### config.mk
export PLATFORM = sky130hd
export DESIGN_NAME = peregrine_iram1_initiator_flat
export DESIGN_NICKNAME = d
export VERILOG_FILES = /design/src/rtl/peregrine_iram1_initiator_pkg.sv /design/src/rtl/peregrine_iram1_initiator_if.sv /design/src/rtl/peregrine_iram1_initiator.sv /design/src/flat_wrapper.sv
export SDC_FILE = /design/constraint.sdc
export NUM_CORES = 1
export LEC_CHECK = 0
export ABC_AREA = 1
export BUFFER_PORTS_ARGS = -buffer_cell sky130_fd_sc_hd__buf_4
export CAP_MARGIN = 10
export CORE_MARGIN = 2
export CORE_UTILIZATION = 53
export DETAILED_ROUTE_END_ITERATION = 12
export PLACE_DENSITY = 0.83
export SKIP_LAST_GASP = 1
export SLEW_MARGIN = 20
export SYNTH_ARGS = -nofsm -noshare
export SYNTH_HDL_FRONTEND = slang
export SYNTH_SLANG_ARGS = --single-unit
### constraint.sdc
create_clock -name CLK -period 12.4 [get_ports CLK]
set_clock_uncertainty 0.15 [all_clocks]
set_input_delay 2.48 -clock CLK [delete_from_list [all_inputs] [get_ports CLK]]
set_output_delay 2.48 -clock CLK [all_outputs]
set_load 0.005 [all_outputs]
### src/rtl/peregrine_iram1_initiator_pkg.sv
// Shared types, default window constants and the lane-merge helper for the IRam1 initiator.
package peregrine_iram1_init_pkg;

  localparam logic [31:0] IRAM1_MEM_BEG = 32'h0098_0000;
  localparam logic [31:0] IRAM1_MEM_END = 32'h009f_ffff;
  localparam int          IRAM1_AWIDTH  = 17;

  typedef enum logic [2:0] {
    ST_IDLE    = 3'd0,
    ST_RD      = 3'd1,
    ST_RD_CAP  = 3'd2,
    ST_RMW_RD  = 3'd3,
    ST_RMW_CAP = 3'd4,
    ST_WR      = 3'd5,
    ST_RSP     = 3'd6
  } state_e;

  // Per-lane select: enabled lanes take the new data, the rest keep the array word.
  function automatic logic [31:0] merge_bytes(input logic [31:0] old_word,
                                              input logic [31:0] new_word,
                                              input logic [3:0]  be);
    logic [31:0] merged;
    merged = old_word;
    for (int i = 0; i < 4; i++) begin
      if (be[i]) begin
        merged[8*i +: 8] = new_word[8*i +: 8];
      end else begin
        merged[8*i +: 8] = old_word[8*i +: 8];
      end
    end
    return merged;
  endfunction

endpackage

### src/rtl/peregrine_iram1_initiator_if.sv
// Request/response bus plus IRam1 array port; slave = initiator view, master = system/memory view.
interface peregrine_iram1_initiator_if #(
  parameter int AWIDTH = peregrine_iram1_init_pkg::IRAM1_AWIDTH
);
  logic              ReqValid;
  logic              ReqReady;
  logic [31:0]       ReqAddr;
  logic              ReqWrite;
  logic [31:0]       ReqWrData;
  logic [3:0]        ReqByteEn;
  logic              RspValid;
  logic              RspReady;
  logic [31:0]       RspData;
  logic              RspErr;
  logic [AWIDTH-1:0] IRam1Addr;
  logic              IRam1En;
  logic              IRam1Wr;
  logic [31:0]       IRam1WrData;
  logic              IRam1LoadStore;
  logic [31:0]       IRam1Data;

  modport slave (
    input  ReqValid, ReqAddr, ReqWrite, ReqWrData, ReqByteEn, RspReady, IRam1Data,
    output ReqReady, RspValid, RspData, RspErr,
           IRam1Addr, IRam1En, IRam1Wr, IRam1WrData, IRam1LoadStore
  );

  modport master (
    output ReqValid, ReqAddr, ReqWrite, ReqWrData, ReqByteEn, RspReady, IRam1Data,
    input  ReqReady, RspValid, RspData, RspErr,
           IRam1Addr, IRam1En, IRam1Wr, IRam1WrData, IRam1LoadStore
  );
endinterface

### src/rtl/peregrine_iram1_initiator.sv
// IRam1 initiator: one outstanding word request, range check, read-modify-write for partial writes.
// Optional saturating completion counters when PEREGRINE_IRAM1_INIT_STATS_EN is defined.
module peregrine_iram1_initiator
  import peregrine_iram1_init_pkg::*;
#(
  parameter logic [31:0] MEM_BEG = IRAM1_MEM_BEG,
  parameter logic [31:0] MEM_END = IRAM1_MEM_END,
  parameter int          AWIDTH  = IRAM1_AWIDTH
) (
  input  logic                         CLK,
  input  logic                         Reset,
  peregrine_iram1_initiator_if.slave   bus
`ifdef PEREGRINE_IRAM1_INIT_STATS_EN
  ,
  output logic [15:0]                  StatRd,
  output logic [15:0]                  StatWr,
  output logic [15:0]                  StatErr
`endif
);

  localparam logic [2:0] S_IDLE    = ST_IDLE;
  localparam logic [2:0] S_RD      = ST_RD;
  localparam logic [2:0] S_RD_CAP  = ST_RD_CAP;
  localparam logic [2:0] S_RMW_RD  = ST_RMW_RD;
  localparam logic [2:0] S_RMW_CAP = ST_RMW_CAP;
  localparam logic [2:0] S_WR      = ST_WR;
  localparam logic [2:0] S_RSP     = ST_RSP;

  logic [2:0]        state_r;
  logic [31:0]       wdata_r;
  logic [3:0]        be_r;
  logic [AWIDTH-1:0] iram_addr_r;
  logic              iram_en_r;
  logic              iram_wr_r;
  logic [31:0]       iram_wdata_r;
  logic              rsp_valid_r;
  logic [31:0]       rsp_data_r;
  logic              rsp_err_r;
  logic              addr_err_s;
  logic [AWIDTH-1:0] word_idx_s;

  assign addr_err_s = (bus.ReqAddr[1:0] != 2'b00) || (bus.ReqAddr < MEM_BEG) ||
                      (bus.ReqAddr > MEM_END);
  assign word_idx_s = AWIDTH'((bus.ReqAddr - MEM_BEG) >> 5'd2);

  // Ready only in IDLE and forced low while reset is asserted.
  assign bus.ReqReady       = (state_r == S_IDLE) && !Reset;
  assign bus.RspValid       = rsp_valid_r;
  assign bus.RspData        = rsp_data_r;
  assign bus.RspErr         = rsp_err_r;
  assign bus.IRam1Addr      = iram_addr_r;
  assign bus.IRam1En        = iram_en_r;
  assign bus.IRam1Wr        = iram_wr_r;
  assign bus.IRam1WrData    = iram_wdata_r;
  assign bus.IRam1LoadStore = iram_en_r;

  // Transaction FSM; array strobes are set on the same edge that enters RD/RMW_RD/WR.
  always_ff @(posedge CLK or posedge Reset) begin
    if (Reset) begin
      state_r      <= S_IDLE;
      wdata_r      <= 32'd0;
      be_r         <= 4'd0;
      iram_addr_r  <= '0;
      iram_en_r    <= 1'b0;
      iram_wr_r    <= 1'b0;
      iram_wdata_r <= 32'd0;
      rsp_valid_r  <= 1'b0;
      rsp_data_r   <= 32'd0;
      rsp_err_r    <= 1'b0;
    end else begin
      case (state_r)
        S_IDLE: begin
          if (bus.ReqValid) begin
            wdata_r     <= bus.ReqWrData;
            be_r        <= bus.ReqByteEn;
            iram_addr_r <= word_idx_s;
            if (addr_err_s) begin
              state_r     <= S_RSP;
              rsp_valid_r <= 1'b1;
              rsp_err_r   <= 1'b1;
              rsp_data_r  <= 32'd0;
            end else if (!bus.ReqWrite) begin
              state_r   <= S_RD;
              iram_en_r <= 1'b1;
              iram_wr_r <= 1'b0;
            end else if (bus.ReqByteEn == 4'hF) begin
              state_r      <= S_WR;
              iram_en_r    <= 1'b1;
              iram_wr_r    <= 1'b1;
              iram_wdata_r <= bus.ReqWrData;
            end else if (bus.ReqByteEn == 4'h0) begin
              state_r     <= S_RSP;
              rsp_valid_r <= 1'b1;
              rsp_err_r   <= 1'b0;
              rsp_data_r  <= 32'd0;
            end else begin
              state_r   <= S_RMW_RD;
              iram_en_r <= 1'b1;
              iram_wr_r <= 1'b0;
            end
          end
        end
        S_RD: begin
          iram_en_r <= 1'b0;
          state_r   <= S_RD_CAP;
        end
        S_RD_CAP: begin
          rsp_data_r  <= bus.IRam1Data;
          rsp_err_r   <= 1'b0;
          rsp_valid_r <= 1'b1;
          state_r     <= S_RSP;
        end
        S_RMW_RD: begin
          iram_en_r <= 1'b0;
          state_r   <= S_RMW_CAP;
        end
        S_RMW_CAP: begin
          iram_en_r    <= 1'b1;
          iram_wr_r    <= 1'b1;
          iram_wdata_r <= merge_bytes(bus.IRam1Data, wdata_r, be_r);
          state_r      <= S_WR;
        end
        S_WR: begin
          iram_en_r   <= 1'b0;
          iram_wr_r   <= 1'b0;
          rsp_data_r  <= 32'd0;
          rsp_err_r   <= 1'b0;
          rsp_valid_r <= 1'b1;
          state_r     <= S_RSP;
        end
        S_RSP: begin
          if (bus.RspReady) begin
            rsp_valid_r <= 1'b0;
            rsp_data_r  <= 32'd0;
            rsp_err_r   <= 1'b0;
            state_r     <= S_IDLE;
          end
        end
        default: begin
          iram_en_r   <= 1'b0;
          iram_wr_r   <= 1'b0;
          rsp_valid_r <= 1'b0;
          state_r     <= S_IDLE;
        end
      endcase
    end
  end

`ifdef PEREGRINE_IRAM1_INIT_STATS_EN
  logic        is_write_r;
  logic        rsp_hs_s;
  logic [15:0] stat_rd_r;
  logic [15:0] stat_wr_r;
  logic [15:0] stat_err_r;

  assign rsp_hs_s = (state_r == S_RSP) && bus.RspReady;
  assign StatRd   = stat_rd_r;
  assign StatWr   = stat_wr_r;
  assign StatErr  = stat_err_r;

  // Completion counters, classified at the response handshake and saturating at all-ones.
  always_ff @(posedge CLK or posedge Reset) begin
    if (Reset) begin
      is_write_r <= 1'b0;
      stat_rd_r  <= 16'd0;
      stat_wr_r  <= 16'd0;
      stat_err_r <= 16'd0;
    end else begin
      if ((state_r == S_IDLE) && bus.ReqValid) begin
        is_write_r <= bus.ReqWrite;
      end
      if (rsp_hs_s) begin
        if (rsp_err_r) begin
          if (stat_err_r != 16'hFFFF) stat_err_r <= stat_err_r + 16'd1;
        end else if (is_write_r) begin
          if (stat_wr_r != 16'hFFFF) stat_wr_r <= stat_wr_r + 16'd1;
        end else begin
          if (stat_rd_r != 16'hFFFF) stat_rd_r <= stat_rd_r + 16'd1;
        end
      end
    end
  end
`endif

endmodule

### src/flat_wrapper.sv
// flat-port wrapper written by rule: the top's interface ports become plain ports
module peregrine_iram1_initiator_flat import peregrine_iram1_init_pkg::*;
#(
  parameter logic [31:0] MEM_BEG = IRAM1_MEM_BEG,
  parameter logic [31:0] MEM_END = IRAM1_MEM_END,
  parameter int          AWIDTH  = IRAM1_AWIDTH
)
  (CLK, Reset, bus_ReqValid, bus_ReqAddr, bus_ReqWrite, bus_ReqWrData, bus_ReqByteEn, bus_RspReady, bus_IRam1Data, bus_ReqReady, bus_RspValid, bus_RspData, bus_RspErr, bus_IRam1Addr, bus_IRam1En, bus_IRam1Wr, bus_IRam1WrData, bus_IRam1LoadStore);
  peregrine_iram1_initiator_if #(.AWIDTH(AWIDTH)) bus_i ();
  input  logic CLK;
  input  logic Reset;
  input wire logic [$bits(bus_i.ReqValid)-1:0] bus_ReqValid;
  input wire logic [$bits(bus_i.ReqAddr)-1:0] bus_ReqAddr;
  input wire logic [$bits(bus_i.ReqWrite)-1:0] bus_ReqWrite;
  input wire logic [$bits(bus_i.ReqWrData)-1:0] bus_ReqWrData;
  input wire logic [$bits(bus_i.ReqByteEn)-1:0] bus_ReqByteEn;
  input wire logic [$bits(bus_i.RspReady)-1:0] bus_RspReady;
  input wire logic [$bits(bus_i.IRam1Data)-1:0] bus_IRam1Data;
  output wire logic [$bits(bus_i.ReqReady)-1:0] bus_ReqReady;
  output wire logic [$bits(bus_i.RspValid)-1:0] bus_RspValid;
  output wire logic [$bits(bus_i.RspData)-1:0] bus_RspData;
  output wire logic [$bits(bus_i.RspErr)-1:0] bus_RspErr;
  output wire logic [$bits(bus_i.IRam1Addr)-1:0] bus_IRam1Addr;
  output wire logic [$bits(bus_i.IRam1En)-1:0] bus_IRam1En;
  output wire logic [$bits(bus_i.IRam1Wr)-1:0] bus_IRam1Wr;
  output wire logic [$bits(bus_i.IRam1WrData)-1:0] bus_IRam1WrData;
  output wire logic [$bits(bus_i.IRam1LoadStore)-1:0] bus_IRam1LoadStore;
  assign bus_i.ReqValid = bus_ReqValid;
  assign bus_i.ReqAddr = bus_ReqAddr;
  assign bus_i.ReqWrite = bus_ReqWrite;
  assign bus_i.ReqWrData = bus_ReqWrData;
  assign bus_i.ReqByteEn = bus_ReqByteEn;
  assign bus_i.RspReady = bus_RspReady;
  assign bus_i.IRam1Data = bus_IRam1Data;
  assign bus_ReqReady = bus_i.ReqReady;
  assign bus_RspValid = bus_i.RspValid;
  assign bus_RspData = bus_i.RspData;
  assign bus_RspErr = bus_i.RspErr;
  assign bus_IRam1Addr = bus_i.IRam1Addr;
  assign bus_IRam1En = bus_i.IRam1En;
  assign bus_IRam1Wr = bus_i.IRam1Wr;
  assign bus_IRam1WrData = bus_i.IRam1WrData;
  assign bus_IRam1LoadStore = bus_i.IRam1LoadStore;
  peregrine_iram1_initiator #(.MEM_BEG(MEM_BEG), .MEM_END(MEM_END), .AWIDTH(AWIDTH)) u_core (.CLK(CLK), .Reset(Reset), .bus(bus_i));
endmodule
### After elaboration in Yosys (flattened, before gate mapping)

Index checks and enable logic that the tools add are counted.

| storage, ports and cells | value |
|---|---|
| register bits | 124 |
| bits in latches | 0 |
| RAM bits | 0 |
| memory bits (read-only) | 0 |
| input bits | 105 |
| output and inout port bits | 87 |
| word-level logic and storage cells | 102 |
| memories kept | 0 |

| operators by class | value |
|---|---|
| $add $sub $neg | 1 |
| multipliers | 0 |
| div/mod/pow operators | 0 |
| order comparisons | 2 |
| equality and inequality tests | 16 |
| shifts and indexed selects | 0 |
| muxes and demuxes | 48 |
| bitwise logic cells | 3 |
| reduce and logical (&&, ||, !) cells | 22 |

Operators with widths:

| operator | number |
|---|---|
| 32-bit two-way mux | 10 |
| 32-bit case mux with 4 select lines | 1 |
| 32-bit case mux with 2 select lines | 1 |
| 32-bit by 24-bit > comparator with 1-bit output, second input constant | 1 |
| 32-bit by 24-bit less-than comparator with 1-bit output, second input constant | 1 |
| 8-bit two-way mux | 4 |
| 1-bit two-way mux | 21 |
| 19-bit by 1-bit subtractor with 19-bit output, second input constant | 1 |
| 3-bit two-way mux | 6 |
| 3-bit case mux with 6 select lines | 1 |
| 6-bit AND reduction | 3 |
| 2-bit inequality test, second input constant | 5 |
| 3-bit equality test, second input constant | 3 |
| 3-bit by 2-bit inequality test with 1-bit output, second input constant | 3 |
| 1-bit case mux with 3 select lines | 3 |
| 4-bit AND reduction | 2 |
| 3-bit by 2-bit equality test with 1-bit output, second input constant | 2 |
| 5-bit AND reduction | 1 |
| 4-bit equality test, second input constant | 1 |
| 4-bit logical NOT | 1 |
| 4-bit inequality test, second input constant | 1 |
| 1-bit case mux with 4 select lines | 1 |
| 2-bit AND reduction | 2 |
| 2-bit nonzero test | 2 |
| 11 further kinds | 15 |

### Longest topological paths before layout

| depth | value |
|---|---|
| depth in word-level cells | 7 |
| mapped depth | 11 |
| depth with buffers taken out | 10 |

### Worst setup path before layout

OpenSTA, ideal clock, no wires.

| timing path | value |
|---|---|
| kind | input to output |
| from | input Reset |
| to | output bus_ReqReady |
| arrival time | 2586 ps |
| required time | 9770 ps |
| path slack | 7184 ps |
| stages on the path | 1 |
| buffers on the path | 0 |
| cell sequence | nor2_1 |

| between the ends | value |
|---|---|
| word-level cells in the longest chain between the ends | 2 |

Ends and longest elaborated chain:

| what | RTL line | source |
|---|---|---|
| start, declared | flat_wrapper.sv:11 | `input logic Reset;` |
| 1-bit logical NOT | peregrine_iram1_initiator.sv:47 | `assign bus.ReqReady = (state_r == S_IDLE) && !Reset;` |
| 1-bit logical AND | peregrine_iram1_initiator.sv:47 |  |
| end, declared | flat_wrapper.sv:19 | `output wire logic [$bits(bus_i.ReqReady)-1:0] bus_ReqReady;` |

No other way between the ends.

### Worst setup path after layout

Ends and elaborated chain as after synthesis.

==> metrics.yaml <==
grt_max_degree: 84
p_per_area_nw_per_um2: 265.4
path_cells: "buf_4 -> nor2_1 -> buf_4"
total_power_mw: 2.091
synth.largest_area_cell: "dfrtp_1"
area_growth_pct: 35.06
path_clk_slew_ns: 0.06
fin_tns_setup_ns: 0
initial_core_util: 0.5407
antenna_found_initial: 0
drive_above_1_share: 0.2897
grt_pass1_wl_um: 25310
ys.warnings.count: 0
hold_violations: 0
numCtsBuffers: 17
synth_flop_cell: "dfrtp_1"
die_h_um: 108.9
track_usage: 0.2769
synth_edf_count: 0
async_flop_share: 1.000
grt_pass1_vias: 5415
avgSynthCellArea_sq_um: 8.313
core_sq_um: 10790
yosysTopAreaCellShare: 0.5317
fmax_mhz: 183.9
synth_area_sq_um: 5836
leakagePower_nw: 4.277
routed_wl_um: 15720
syn_nets: 807
ir_drop_mv: 0.1966
critPathBufInv: 2
slowest_stage: "buf_4"
cp.required_ns: 9.77
wl_per_cell_um: 15.30
fin_crit_ns: 5.437
synth_commonest_cells: "259 x nand2_1, 124 x dfrtp_1, 79 x inv_1, 69 x o21ai_0, 43 x nand3_1"
critPathKind: "in2out"
drv_cap: 0
synth.distinct_cells: 26
die_x_um: 108.9
rsz0062_at_grt: "false"
dpl.hpwl_um: 10480
fillers: 787
diodes: 0
ant_nets: 0
timing.final.ws_setup_ns: 6.963
grt_overflow_total: 0
synth_seq_cells: 124
synth_cells: 702
critical-path-max-stage-delay_ns: 0.12
post_cts_buffers: 0
max_slew.worst_pin.slew_ns: 1.045
seq_area_frac_synth: 0.5317
clk_latency_ns: 0.52
firstDrtPassIters: 5
hold_buffers: 0
place_ws_ns: 6.962
drt_first_iter_violations: 361
crit_top_cell: "buf_4"
ys_top_cells_by_area: "dfrtp_1 53%, nand2_1 17%, o21ai_0 5.9%"
vias: 5370
outcome: "complete, no violations"
synth_most_common_cell: "nand2_1"
rows: 38
max-clock-path-buffers: 2
root_buffer: "clkbuf_8"
ctsHtreeMaxLevel: 4
gp_congestion: 0.8596
cp-end-kind: "output port"
io_pins: 192
nets: 979
crit_family: "buffers and inverters"
vias_per_cell: 5.229
port_buffers: 191
cts_resized: 0
cts_tree: "built"
cp-start-kind: "primary input"
worstPathMaxFanout: 2
worstPathArrival_ns: 2.81
drv_slew: 0
cts.sinks: 124
setup_violations: 0
whs_ns: 0.3239
period_share: 0.4385
die-area_sq_um: 11870
route.detailed.drc: 0
min_path_type: "reg2reg"
relSlewSlack: 0.2987
## metrics by stage
stage	area [sq um]	utilization	instances
floorplan	5836	-	702
global placement	7228	0.6697	995
detailed placement	7228	0.6697	995
CTS	7878	0.7299	1027
global route	7881	0.7302	1027
finish	7881	0.7302	1027
## path summary, 6_finish.rpt
check | startpoint | end | slack, ns | depth (start not counted)
setup / recovery | Reset | bus_ReqReady | 6.96 | 3
hold / removal | u_core.bus.RspData[17] | u_core.bus.RspData[17] | 0.32 | 2
setup reg to reg | u_core.state_r[0] | u_core.bus.IRam1WrData[9] | 9.39 | 9
hold reg to reg | u_core.bus.RspData[17] | u_core.bus.RspData[17] | 0.32 | 2
max in group asynchronous | Reset | u_core.bus.RspData[12] | 9.14 | 3
min in group asynchronous | Reset | u_core.state_r[0] | 1.85 | 2
## cells by family (layout without fill, tap and decap cells)
kind of cell,Yosys count,in the layout,synth area share
flops,124,124,0.5317
buf+inv,123,308,0.09391
compound gates,106,106,0.1053
simple gates,330,330,0.2324
mux,19,19,0.03666
## power by group
part | leakage (nW) | switching, mW | internal [mW]
Sequential | 1.56 | 0.129 | 0.586
Clock | 0.307 | 0.178 | 0.363
Combinational | 2.41 | 0.480 | 0.355
## layout make-up
type | instances | area (sq um) | share of cell area
sequential | 124 | 3103 | 0.3937
multi-input combinational | 455 | 2185 | 0.2772
timing repair buffer | 193 | 1453 | 0.1843
clock buffer | 22 | 462.9 | 0.05874
inverter | 83 | 316.6 | 0.04017
clock inverter | 10 | 186.4 | 0.02365
tap | 140 | 175.2 | 0.02223
## registers in the layout, summed over array words and instances (netlist names)
register / cells
u_core.bus.IRam1Addr: 17
u_core.wdata_r: 32
u_core.be_r: 4
u_core.bus.RspValid: 1
u_core.bus.IRam1En: 1
u_core.bus.IRam1WrData: 32
u_core.bus.RspErr: 1
u_core.state_r: 3
u_core.bus.IRam1Wr: 1
u_core.bus.RspData: 32
## worst min-delay path, stage by stage, from the launching register on
cell and delay, ns:
dfrtp_1 0.34, nand2_1 0.06, nand2_1 0.05
## cell usage in the layout, fill, tap and decap left out, types with 5 or more instances in the layout
cell and instances:
nand3_1 43, nor2_1 15, o211ai_1 32, o21ai_0 69, clkbuf_16 16, buf_4 192
dfrtp_1 124, nand2_1 259, bufinv_16 5, mux2_2 17, inv_1 77
## routing by layer
layer | global-route usage | wire [um]
met1 | 0.3303 | 6199
met2 | 0.4672 | 7927
met3 | 0.07890 | 1268
met4 | 0.1200 | 320
met5 | 0 | 0
(Power assumes the default switching activity.)
